[src/rtl/mbox_slave.sv]
// Word FIFO mailbox responder on the crossbar req/ack/resp bus, with status and a level interrupt.
// Define MBOX_OVERFLOW_STICKY_EN to add the sticky overflow flag (STATUS[3]) and its IRQ enable (IRQ_EN[1]).
module mbox_slave #(
  parameter int DEPTH         = 8,
  parameter int IRQ_LEVEL_DEF = 1
) (
  input  logic        clk_i,
  input  logic        rst_i,
  input  logic        bus_req,
  input  logic        bus_we,
  input  logic [31:0] bus_addr,
  input  logic [3:0]  bus_be,
  input  logic [31:0] bus_wdata,
  output logic        bus_ack,
  output logic        bus_resp,
  output logic [31:0] bus_rdata,
  output logic        irq_o
);
  localparam int AW = $clog2(DEPTH);
  localparam int CW = AW + 1;
`ifdef MBOX_OVERFLOW_STICKY_EN
  localparam bit STICKY = 1'b1;
`else
  localparam bit STICKY = 1'b0;
`endif

  localparam logic [2:0] A_DATA    = 3'd0;
  localparam logic [2:0] A_STATUS  = 3'd1;
  localparam logic [2:0] A_IRQ_EN  = 3'd2;
  localparam logic [2:0] A_IRQ_LVL = 3'd3;

  function automatic logic [7:0] sat_lvl(input logic [7:0] v);
    if (v == 8'd0)
      return 8'd1;
    else if (v > 8'(DEPTH))
      return 8'(DEPTH);
    else
      return v;
  endfunction

  logic [31:0]   mem [DEPTH];
  logic [31:0]   ram_q_reg;
  logic [AW-1:0] wr_ptr_reg, rd_ptr_reg;
  logic [CW-1:0] count_reg, count_next;
  logic [1:0]    irq_en_reg, irq_en_next;
  logic [7:0]    irq_lvl_reg, irq_lvl_next;
  logic          ovf_reg, ovf_next;
  logic          irq_reg, irq_next;
  logic          resp_reg;
  logic          from_ram_reg;
  logic [31:0]   reg_rdata_reg, reg_rdata_next;
  logic [31:0]   push_data;
  logic [2:0]    sel;
  logic          wr_acc, rd_acc, empty, full, push, pop;
  logic          unused_addr_bits;

  assign bus_ack          = bus_req;
  assign sel              = bus_addr[4:2];
  assign unused_addr_bits = ^{bus_addr[31:5], bus_addr[1:0]};
  assign wr_acc           = bus_req & bus_we;
  assign rd_acc           = bus_req & ~bus_we;
  assign empty            = (count_reg == '0);
  assign full             = (count_reg == CW'(DEPTH));
  assign push             = wr_acc && (sel == A_DATA) && !full;
  assign pop              = rd_acc && (sel == A_DATA) && !empty;

  // Disabled byte lanes are stored as zero rather than left stale
  for (genvar gi = 0; gi < 4; gi++) begin : g_be_mask
    assign push_data[8*gi +: 8] = bus_be[gi] ? bus_wdata[8*gi +: 8] : 8'd0;
  end

  always_comb begin
    count_next   = count_reg;
    irq_en_next  = irq_en_reg;
    irq_lvl_next = irq_lvl_reg;
    ovf_next     = ovf_reg;
    if (push)
      count_next = count_reg + CW'(1);
    else if (pop)
      count_next = count_reg - CW'(1);
    if (wr_acc) begin
      case (sel)
        A_DATA:    if (full && STICKY) ovf_next = 1'b1;
        A_STATUS:  if (STICKY && bus_be[0] && bus_wdata[3]) ovf_next = 1'b0;
        A_IRQ_EN:  if (bus_be[0]) irq_en_next = {STICKY & bus_wdata[1], bus_wdata[0]};
        A_IRQ_LVL: if (bus_be[0]) irq_lvl_next = sat_lvl(bus_wdata[7:0]);
        default: ;
      endcase
    end
    // Interrupt follows the post-transaction state so it rises/falls one cycle after the access
    irq_next = (irq_en_next[0] && (8'(count_next) >= irq_lvl_next)) ||
               (irq_en_next[1] && ovf_next);
  end

  always_comb begin
    reg_rdata_next = '0;
    case (sel)
      A_STATUS:  reg_rdata_next = {16'd0, 8'(count_reg), 4'd0, ovf_reg, 1'b0, full, empty};
      A_IRQ_EN:  reg_rdata_next = {30'd0, irq_en_reg};
      A_IRQ_LVL: reg_rdata_next = {24'd0, irq_lvl_reg};
      default: ;
    endcase
  end

  always_ff @(posedge clk_i) begin
    if (rst_i) begin
      wr_ptr_reg    <= '0;
      rd_ptr_reg    <= '0;
      count_reg     <= '0;
      irq_en_reg    <= '0;
      irq_lvl_reg   <= sat_lvl(8'(IRQ_LEVEL_DEF));
      ovf_reg       <= 1'b0;
      irq_reg       <= 1'b0;
      resp_reg      <= 1'b0;
      from_ram_reg  <= 1'b0;
      reg_rdata_reg <= '0;
    end else begin
      if (push)
        wr_ptr_reg <= wr_ptr_reg + AW'(1);
      if (pop)
        rd_ptr_reg <= rd_ptr_reg + AW'(1);
      count_reg     <= count_next;
      irq_en_reg    <= irq_en_next;
      irq_lvl_reg   <= irq_lvl_next;
      ovf_reg       <= ovf_next;
      irq_reg       <= irq_next;
      resp_reg      <= rd_acc;
      from_ram_reg  <= pop;
      reg_rdata_reg <= reg_rdata_next;
    end
  end

  // Storage kept free of reset so it maps onto block RAM with a registered read port
  always_ff @(posedge clk_i) begin
    if (push)
      mem[wr_ptr_reg] <= push_data;
    ram_q_reg <= mem[rd_ptr_reg];
  end

  assign bus_resp  = resp_reg;
  assign bus_rdata = !resp_reg ? 32'd0 : (from_ram_reg ? ram_q_reg : reg_rdata_reg);
  assign irq_o     = irq_reg;
endmodule

[config.mk]
export PLATFORM = sky130hd
export DESIGN_NAME = mbox_slave
export DESIGN_NICKNAME = d
export VERILOG_FILES = /design/src/rtl/mbox_slave.sv
export SDC_FILE = /design/constraint.sdc
export NUM_CORES = 1
export LEC_CHECK = 0
export ABC_AREA = 0
export CAP_MARGIN = 10
export CORE_UTILIZATION = 45
export CTS_CLUSTER_SIZE = 25
export DETAILED_ROUTE_END_ITERATION = 6
export MAX_ROUTING_LAYER = met4
export SLEW_MARGIN = 5
export SYNTH_ARGS = -nofsm -noshare
export SYNTH_HDL_FRONTEND = slang
export SYNTH_SLANG_ARGS = --single-unit
export TNS_END_PERCENT = 5
[constraint.sdc]
create_clock -name clk_i -period 7.5 [get_ports clk_i]
set_input_delay 1.125 -clock clk_i [delete_from_list [all_inputs] [get_ports clk_i]]
set_output_delay 1.125 -clock clk_i [all_outputs]
set_load 0.005 [all_outputs]
==> impl_metrics.tcl, run 1 <==
set metrics [dict create \
    status "completed" \
    synth.avg_cell_area_sq_um 18.60 \
    grt_max_degree 67 \
    path_clk_slew_ns 0.06 \
    grt-ovfl-total 0 \
    synthArstFlopShare_pct 0 \
    wl_per_cell_um 21.93 \
    vias_per_cell 5.428 \
    cts_made_buffers 34 \
    vias 6101 \
    htreeDepth 2 \
    grt_pass1_vias 6618 \
    p_leak_nw 4.789 \
    cts_resized 0 \
    finalPower_mw 3.640 \
    critPathKind "flop to output port" \
    max-cap-violations 0 \
    hold_class "flop to flop" \
    synthFlopType "edfxtp_1" \
    largest_register_ffs 256 \
    tritoncts "built" \
    timing.slew.headroom_pct 33.11 \
    ys_warn_count 0 \
    clock-skew-final_ns 0.01164 \
    r2r-start "count_reg[0]$_SDFF_PP0_" \
    clk_latency_ns 0.51 \
    drive_gt1_share_pct 21.58 \
    grt_pass1_wl_um 38340 \
    synth_seq_cells 322 \
    setup_viol 0 \
    vdd_ir_drop_max_v 0.0001693 \
    first_pass_iters 4 \
    synth_edf_count 256 \
    cts_buffer_depth 3 \
    hp-start "irq_lvl_reg[3]$_SDFF_PP0_" \
    worstSetupStartpointType "flop" \
    routabilityCongestion 0.8019 \
    rsz0062_at_grt "no" \
    setup_tns_ns 0 \
    port_buffers 77 \
    nNetsFinal 837 \
    post_cts_buffers 0 \
    die_x_um 167.7 \
    rows 60 \
    holdBufCountCts 0 \
    cp-startpoint "from_ram_reg$_SDFF_PP0_" \
    fmax_mhz 260.9 \
    drc 0 \
    hold_violations 0 \
    path_buf_inv 2 \
    die_h_um 167.7 \
    gr-usage-all-layers_pct 18.87 \
    area_growth_pct 18.61 \
    crit_fanout 20 \
    pin_count 107 \
    final.min_clock_period_ns 3.833 \
    clock_sink_count 322 \
    synth_cells 664 \
    critical_path.cell_chain "buf_4, and3_1, clkdlybuf4s50_1" \
    routed_wirelength_um 24650 \
    cp.required_ns 6.38 \
    final_max_slew_viol_count 0 \
    fin_util_pct 54.35 \
    dpl.hpwl_um 13280 \
    n_antenna_cell 0 \
    worst_path_largest_cell_delay_ns 0.93 \
    fin_crit_sh_pct 51.11 \
    slowest_stage "dfxtp_1" \
    start_util_pct 45.83 \
    worstMarginPinSlew_ns 1.003 \
    hold_slack_ns 0.4556 \
    core_area_sq_um 26950 \
    fillerInstances 2085 \
    cp.arrival_ns 2.71 \
    antenna_found_initial 0 \
    ys_types 40 \
    synthesis.area_sq_um 12350 \
    drt-initial-drc-count 450 \
    syn_nets 744 \
    antenna_left 0 \
    powerDensity_nw_per_um2 248.4 \
    dieArea_sq_um 28110 \
    critical_path.endpoint_type "output port" \
    cts_root_buf "clkbuf_16" \
    seq_area_frac_synth_pct 72.94 \
    cp_top_family "buffers and inverters" \
]
## layout make-up
cell class / count / area (sq um) / area share (%)
inverters: 6 / 22.52 / 0.1537
repair buffers: 92 / 883.3 / 6.030
multi-input cells: 301 / 3216 / 21.95
clock buffers: 52 / 992.2 / 6.773
well taps: 341 / 426.7 / 2.913
clock inverters: 10 / 95.09 / 0.6491
flip-flops and latches: 322 / 9014 / 61.53
## layer usage
| metal | GRT usage, % | vias to the layer above | wire [um] |
|---|---|---|---|
| li1 | - | 2790 | - |
| met1 | 25.01 | 3122 | 11150 |
| met2 | 30.20 | 135 | 11950 |
| met3 | 2.978 | 54 | 972 |
| met4 | 5.664 | 0 | 571 |
| met5 | - | - | 0 |
## cell families (layout without fill, tap and decap cells)
family          after synthesis  after routing  share of synthesized area, %
flops                       322            322                         72.94
simple gates                148            148                         7.031
mux                         115            115                         16.15
buf+inv                      41            160                         1.418
compound gates               23             23                         1.155
fa+ha+maj                     8              8                        0.8105
xor+xnor                      7              7                        0.4964
## stage by stage
stage	area [sq um]	setup slack, ns	std cells
6_report	14650	3.667	1124
3_3_place_gp	13560	3.391	1062
5_1_grt	14650	3.600	1124
2_1_floorplan	12350	1.830	664
3_5_place_dp	13560	3.315	1062
4_1_cts	14650	3.667	1124
## worst paths after layout
path | to | slack (ns) | depth (start not counted)
worst max-delay path | bus_rdata[17] | 3.67 | 3
worst min-delay path | reg_rdata_reg[3]$_SDFF_PP0_ | 0.46 | 1
worst max register to register | irq_o$_SDFF_PP0_ | 4.90 | 10
worst min register to register | reg_rdata_reg[3]$_SDFF_PP0_ | 0.46 | 1
## cell usage in the layout, fill, tap and decap left out, types with 3 or more instances in the layout
cell type	netlist	routed
ha_1	8	8
and2_1	42	42
nor2_4	0	3
nor3_2	1	5
nor3_1	10	6
xnor2_1	4	4
edfxtp_1	256	256
mux2i_1	17	17
nor4_1	4	3
nand4_1	4	4
dfxtp_1	66	64
nand2b_1	5	5
mux4_2	64	64
nor2b_1	18	18
inv_1	6	6
and3_1	28	28
buf_4	2	15
xor2_1	3	3
o21ai_0	6	6
clkinv_1	0	4
mux2_2	34	34
clkbuf_16	0	37
clkbuf_1	20	14
nor2_1	22	19
clkdlybuf4s50_1	0	77
a21oi_1	8	8
clkinv_2	0	4
nand2_1	6	6
## worst reg2reg max path: stages, from the launching register on
cell     delay [ns]
dfxtp_1        0.36
inv_1          0.10
ha_1           0.23
nor3b_1        0.66
a21oi_1        0.16
o22ai_1        0.23
nor2_1         0.08
ha_1           0.29
a21oi_1        0.14
o21ai_0        0.11
o211a_1        0.14
## cells in the mapped netlist, drive strengths merged, types with 11 or more instances
cell type | instances | area (sq um)
mux4 | 64 | 1441
dfxtp | 66 | 1321
mux2i | 17 | 170.2
nor2b | 18 | 112.6
and3 | 28 | 175.2
nor3 | 11 | 60.06
clkbuf | 20 | 75.07
nor2 | 22 | 82.58
mux2 | 34 | 382.9
buf | 15 | 77.57
and2 | 42 | 262.8
edfxtp | 256 | 7687
## power breakdown
| group | leakage, nW | switching (mW) | internal [mW] |
|---|---|---|---|
| sequential | 2.87 | 0.00256 | 1.93 |
| combinational | 1.39 | 0.0434 | 0.0364 |
| clock | 0.530 | 0.646 | 0.981 |
No activity file was read; power rests on OpenSTA's default activity.
==> inputs of run 2 (changes only) <==
clock period = 3.8 ns   (was 7.5 ns; I/O delays follow)
==> impl_metrics.tcl, run 2 (synthesized netlist as in run 1, its figures left out) <==
set metrics [dict create \
    status "completed" \
    wl_per_cell_um 21.76 \
    rows 60 \
    final.min_clock_period_ns 2.875 \
    grt_pass1_wl_um 38740 \
    p_leak_nw 4.862 \
    holdBufCountCts 0 \
    nNetsFinal 841 \
    first_pass_iters 4 \
    drt-initial-drc-count 367 \
    rsz0062_at_grt "no" \
    pin_count 107 \
    fmax_mhz 347.8 \
    n_antenna_cell 0 \
    die_h_um 167.7 \
    fin_crit_sh_pct 75.66 \
    dpl.hpwl_um 13800 \
    core_area_sq_um 26950 \
    cp.required_ns 3.23 \
    grt-ovfl-total 0 \
    dieArea_sq_um 28110 \
    setup_viol 0 \
    antenna_left 0 \
    hold_class "flop to flop" \
    clock_sink_count 322 \
    crit_fanout 20 \
    start_util_pct 45.83 \
    grt_pass1_vias 6592 \
    routed_wirelength_um 24570 \
    final_max_slew_viol_count 0 \
    timing.slew.headroom_pct 34.26 \
    cts_resized 0 \
    area_growth_pct 20.15 \
    routabilityCongestion 0.7796 \
    drive_gt1_share_pct 22.84 \
    worst_path_largest_cell_delay_ns 0.67 \
    worstMarginPinSlew_ns 0.9861 \
    critical_path.cell_chain "buf_4, and3_1, clkdlybuf4s50_1" \
    post_cts_buffers 0 \
    tritoncts "built" \
    hold_slack_ns 0.4763 \
    vias 6161 \
    htreeDepth 2 \
    gr-usage-all-layers_pct 18.96 \
    vdd_ir_drop_max_v 0.0002940 \
    setup_tns_ns 0 \
    clk_latency_ns 0.51 \
    cts_made_buffers 35 \
    hold_violations 0 \
    antenna_found_initial 1 \
    clock-skew-final_ns 0.01306 \
    powerDensity_nw_per_um2 492.4 \
    drc 0 \
    cp_top_family "buffers and inverters" \
    grt_max_degree 67 \
    max-cap-violations 0 \
    worstSetupStartpointType "flop" \
    cp.arrival_ns 2.31 \
    path_clk_slew_ns 0.06 \
    largest_register_ffs 256 \
    final_common_cell "edfxtp_1" \
    vias_per_cell 5.457 \
    port_buffers 77 \
    cts_buffer_depth 3 \
    most-common-layout-cells "256 x edfxtp_1, 77 x clkdlybuf4s50_1, 64 x mux4_2, 64 x dfxtp_1, 42 x and2_1" \
    slowest_stage "dfxtp_1" \
    die_x_um 167.7 \
    path_buf_inv 2 \
    cts_root_buf "clkbuf_16" \
    critical_path.endpoint_type "output port" \
    critPathKind "flop to output port" \
]
-- run 2: cell types whose count changed in the layout (fill, tap and decap cells not counted), moves of 2 or more --
cell,change
buf_12,+8
buf_4,-5
clkinv_2,+3
clkinv_1,-2
clkbuf_1,-4
clkbuf_8,+2
-- run 2: final timing paths --
path / start / to / slack [ns] / depth (start not counted)
max: bus_resp$_SDFF_PP0_ / bus_rdata[31] / 0.92 / 3
min: irq_lvl_reg[3]$_SDFF_PP0_ / reg_rdata_reg[3]$_SDFF_PP0_ / 0.48 / 1
max reg2reg: count_reg[1]$_SDFF_PP0_ / irq_o$_SDFF_PP0_ / 1.14 / 10
min reg2reg: irq_lvl_reg[3]$_SDFF_PP0_ / reg_rdata_reg[3]$_SDFF_PP0_ / 0.48 / 1
-- run 2: layer usage --
layer | GRT usage (%) | share of wire (%) | up-vias
li1 | - | - | 2808
met3 | 2.434 | 4.1 | 30
met1 | 24.83 | 44 | 3171
met5 | - | 0 | -
met4 | 5.784 | 1.7 | 0
met2 | 31.09 | 50 | 152
-- run 2: area by class of cell --
| class | instances | area (sq um) |
|---|---|---|
| repair buffers | 95 | 1006 |
| well taps | 341 | 426.7 |
| clock buffers | 49 | 979.7 |
| inverters | 6 | 22.52 |
| multi-input cells | 301 | 3224 |
| fillers | 2068 | 12110 |
| flip-flops and latches | 322 | 9014 |
| clock inverters | 15 | 166.4 |
-- run 2: worst register-to-register path, stage by stage, from the launching register on --
cell     delay (ns)
dfxtp_1        0.37
inv_1          0.13
ha_1           0.27
nor3b_1        0.66
a21oi_1        0.17
o22ai_1        0.21
nor2_1         0.09
ha_1           0.30
a21oi_1        0.12
o21ai_0        0.10
o211a_1        0.15
-- run 2: metrics by stage --
stage / setup slack, ns / total power [mW] / util, % / cell area [sq um] / instances
finish: 0.9248 / 7.307 / 55.06 / 14840 / 1129
CTS: 0.8729 / 7.383 / 55.06 / 14840 / 1129
detailed placement: 0.5487 / 4.049 / 50.81 / 13690 / 1065
global placement: 0.5887 / 4.039 / 50.81 / 13690 / 1065
floorplan: -0.4667 / 3.964 / - / 12360 / 664
global route: 0.8239 / 7.538 / 55.06 / 14840 / 1129
-- run 2: report_power, final --
part	leakage, nW	switching, mW	internal [mW]	total [mW]
Combinational	1.42	0.0848	0.0732	0.158
Clock	0.565	1.32	2.02	3.33
Sequential	2.87	0.00702	3.81	3.82
==> inputs of run 3 (changes only) <==
clock period = 2.8 ns   (was 3.8 ns; I/O delays follow)
==> impl_metrics.tcl, run 3 (synthesized netlist as in run 1, its figures left out) <==
set metrics [dict create \
    routed_wirelength_um 24670 \
    tritoncts "built" \
    crit_fanout 18 \
    first_pass_iters 4 \
    area_growth_pct 22.17 \
    status "completed" \
    rsz0062_at_grt "no" \
    post_cts_buffers 0 \
    worstRegToRegCells 7 \
    grt_pass1_wl_um 38550 \
    cts_resized 0 \
    grt_pass1_vias 6690 \
    grt-ovfl-total 0 \
    pin_count 107 \
    dieArea_sq_um 28110 \
    clock-skew-final_ns 0.01362 \
    setup_tns_ns 0 \
    timing.slew.headroom_pct 66.56 \
    cp.depth 4 \
    critPathKind "flop to output port" \
    setup_viol 0 \
    cp-startpoint "from_ram_reg$_SDFF_PP0_" \
    grt_max_degree 29 \
    hold_violations 0 \
    max-cap-violations 0 \
    nNetsFinal 861 \
    n_antenna_cell 0 \
    drc 0 \
    vias 6185 \
    cts_root_buf "clkbuf_16" \
    fillerInstances 2016 \
    holdBufCountCts 0 \
    critical_path.cell_chain "buf_12, mux2i_1, nor2b_1, clkdlybuf4s50_1" \
    critical_path.endpoint_type "output port" \
    routabilityCongestion 0.8006 \
    cts_buffer_depth 3 \
    clock_sink_count 322 \
    hold_class "flop to flop" \
    cts_made_buffers 35 \
    r2r_setup_slack_ns 0.51 \
    clk_latency_ns 0.52 \
    final_common_cell "edfxtp_1" \
    worstMarginPinSlew_ns 0.5009 \
    fmax_mhz 390.0 \
    r2r_end "mem[2][17]$_DFFE_PP_" \
    gr-usage-all-layers_pct 18.98 \
    die_x_um 167.7 \
    finalInstanceArea_sq_um 15090 \
    path_buf_inv 2 \
    htreeDepth 2 \
    start_util_pct 45.83 \
    r2r-start "count_reg[0]$_SDFF_PP0_" \
    antenna_found_initial 1 \
    worst_path_largest_cell_delay_ns 0.63 \
    final.min_clock_period_ns 2.564 \
    die_h_um 167.7 \
    most-common-layout-cells "256 x edfxtp_1, 77 x clkdlybuf4s50_1, 64 x mux4_2, 64 x dfxtp_1, 42 x and2_1" \
    largest_register_ffs 256 \
    core_area_sq_um 26950 \
    port_buffers 77 \
    worstSetupStartpointType "flop" \
    antenna_left 0 \
    rows 60 \
    drive_gt1_share_pct 25.12 \
    fin_crit_sh_pct 91.59 \
    cp.required_ns 2.38 \
    vdd_ir_drop_max_v 0.0004778 \
    cp_top_family "buffers and inverters" \
    vias_per_cell 5.383 \
    cp.arrival_ns 2.14 \
    p_leak_nw 4.966 \
    slowest_stage "dfxtp_1" \
    placed_cell_area_sq_um 13940 \
    dpl.hpwl_um 14660 \
    final_max_slew_viol_count 0 \
    drt-initial-drc-count 458 \
    wl_per_cell_um 21.47 \
    path_clk_slew_ns 0.06 \
    crit_path_end "bus_rdata[10]" \
    powerDensity_nw_per_um2 657.4 \
]
run 3: cell types whose count changed in the layout (fill, tap and decap cells not counted), sizes merged:
cell,change
clkbuf,-3
inv,+1
buf,+20
clkinvlp,+2
run 3: cell type report:
cell class                      instances  area, sq um  share of cell area [%]
Sequential cell                       322         9014                   59.74
Multi-Input combinational cell        301         3261                   21.61
Timing Repair Buffer                  115         1219                   8.077
Clock buffer                           46        958.4                   6.352
Tap cell                              341        426.7                   2.828
Clock inverter                         18        187.7                   1.244
Inverter                                6        22.52                  0.1493
run 3: metal layers:
layer  share of wire (%)  global-route usage [%]
met3                 3.6                   2.742
met5                   0                       -
met4                 1.9                   5.704
met1                  44                   24.65
met2                  50                   31.14
run 3: worst min path at each step:
| stage | from | to | cells past startpoint |
|---|---|---|---|
| global route | irq_lvl_reg[5]$_SDFF_PP0_ | irq_lvl_reg[5]$_SDFF_PP0_ | 1 |
| CTS | irq_lvl_reg[5]$_SDFF_PP0_ | irq_lvl_reg[5]$_SDFF_PP0_ | 1 |
| finish | irq_lvl_reg[2]$_SDFF_PP0_ | reg_rdata_reg[2]$_SDFF_PP0_ | 1 |
| floorplan | irq_lvl_reg[2]$_SDFF_PP0_ | reg_rdata_reg[2]$_SDFF_PP0_ | 1 |
| detailed placement | irq_lvl_reg[2]$_SDFF_PP0_ | reg_rdata_reg[2]$_SDFF_PP0_ | 1 |
| global placement | irq_lvl_reg[3]$_SDFF_PP0_ | reg_rdata_reg[3]$_SDFF_PP0_ | 1 |
run 3: power by group:
group | internal (mW) | switching [mW] | total, mW | leakage [nW]
Clock | 2.71 | 1.80 | 4.52 | 0.560
Combinational | 0.108 | 0.117 | 0.225 | 1.53
Sequential | 5.17 | 0.00886 | 5.18 | 2.87
run 3: metrics by stage:
stage               util (%)  setup slack, ns  hold WS [ns]  power, mW  std cells
finish                 55.98           0.2356        0.4823      9.920       1149
global route           55.98          0.06510        0.5021      10.22       1149
CTS                    55.98           0.1525        0.4864      10.02       1149
detailed placement     51.73          0.04400        0.4523      5.505       1085
global placement       51.73          0.07027        0.4489      5.494       1085
floorplan                  -          -0.2202        0.4291      5.380        664
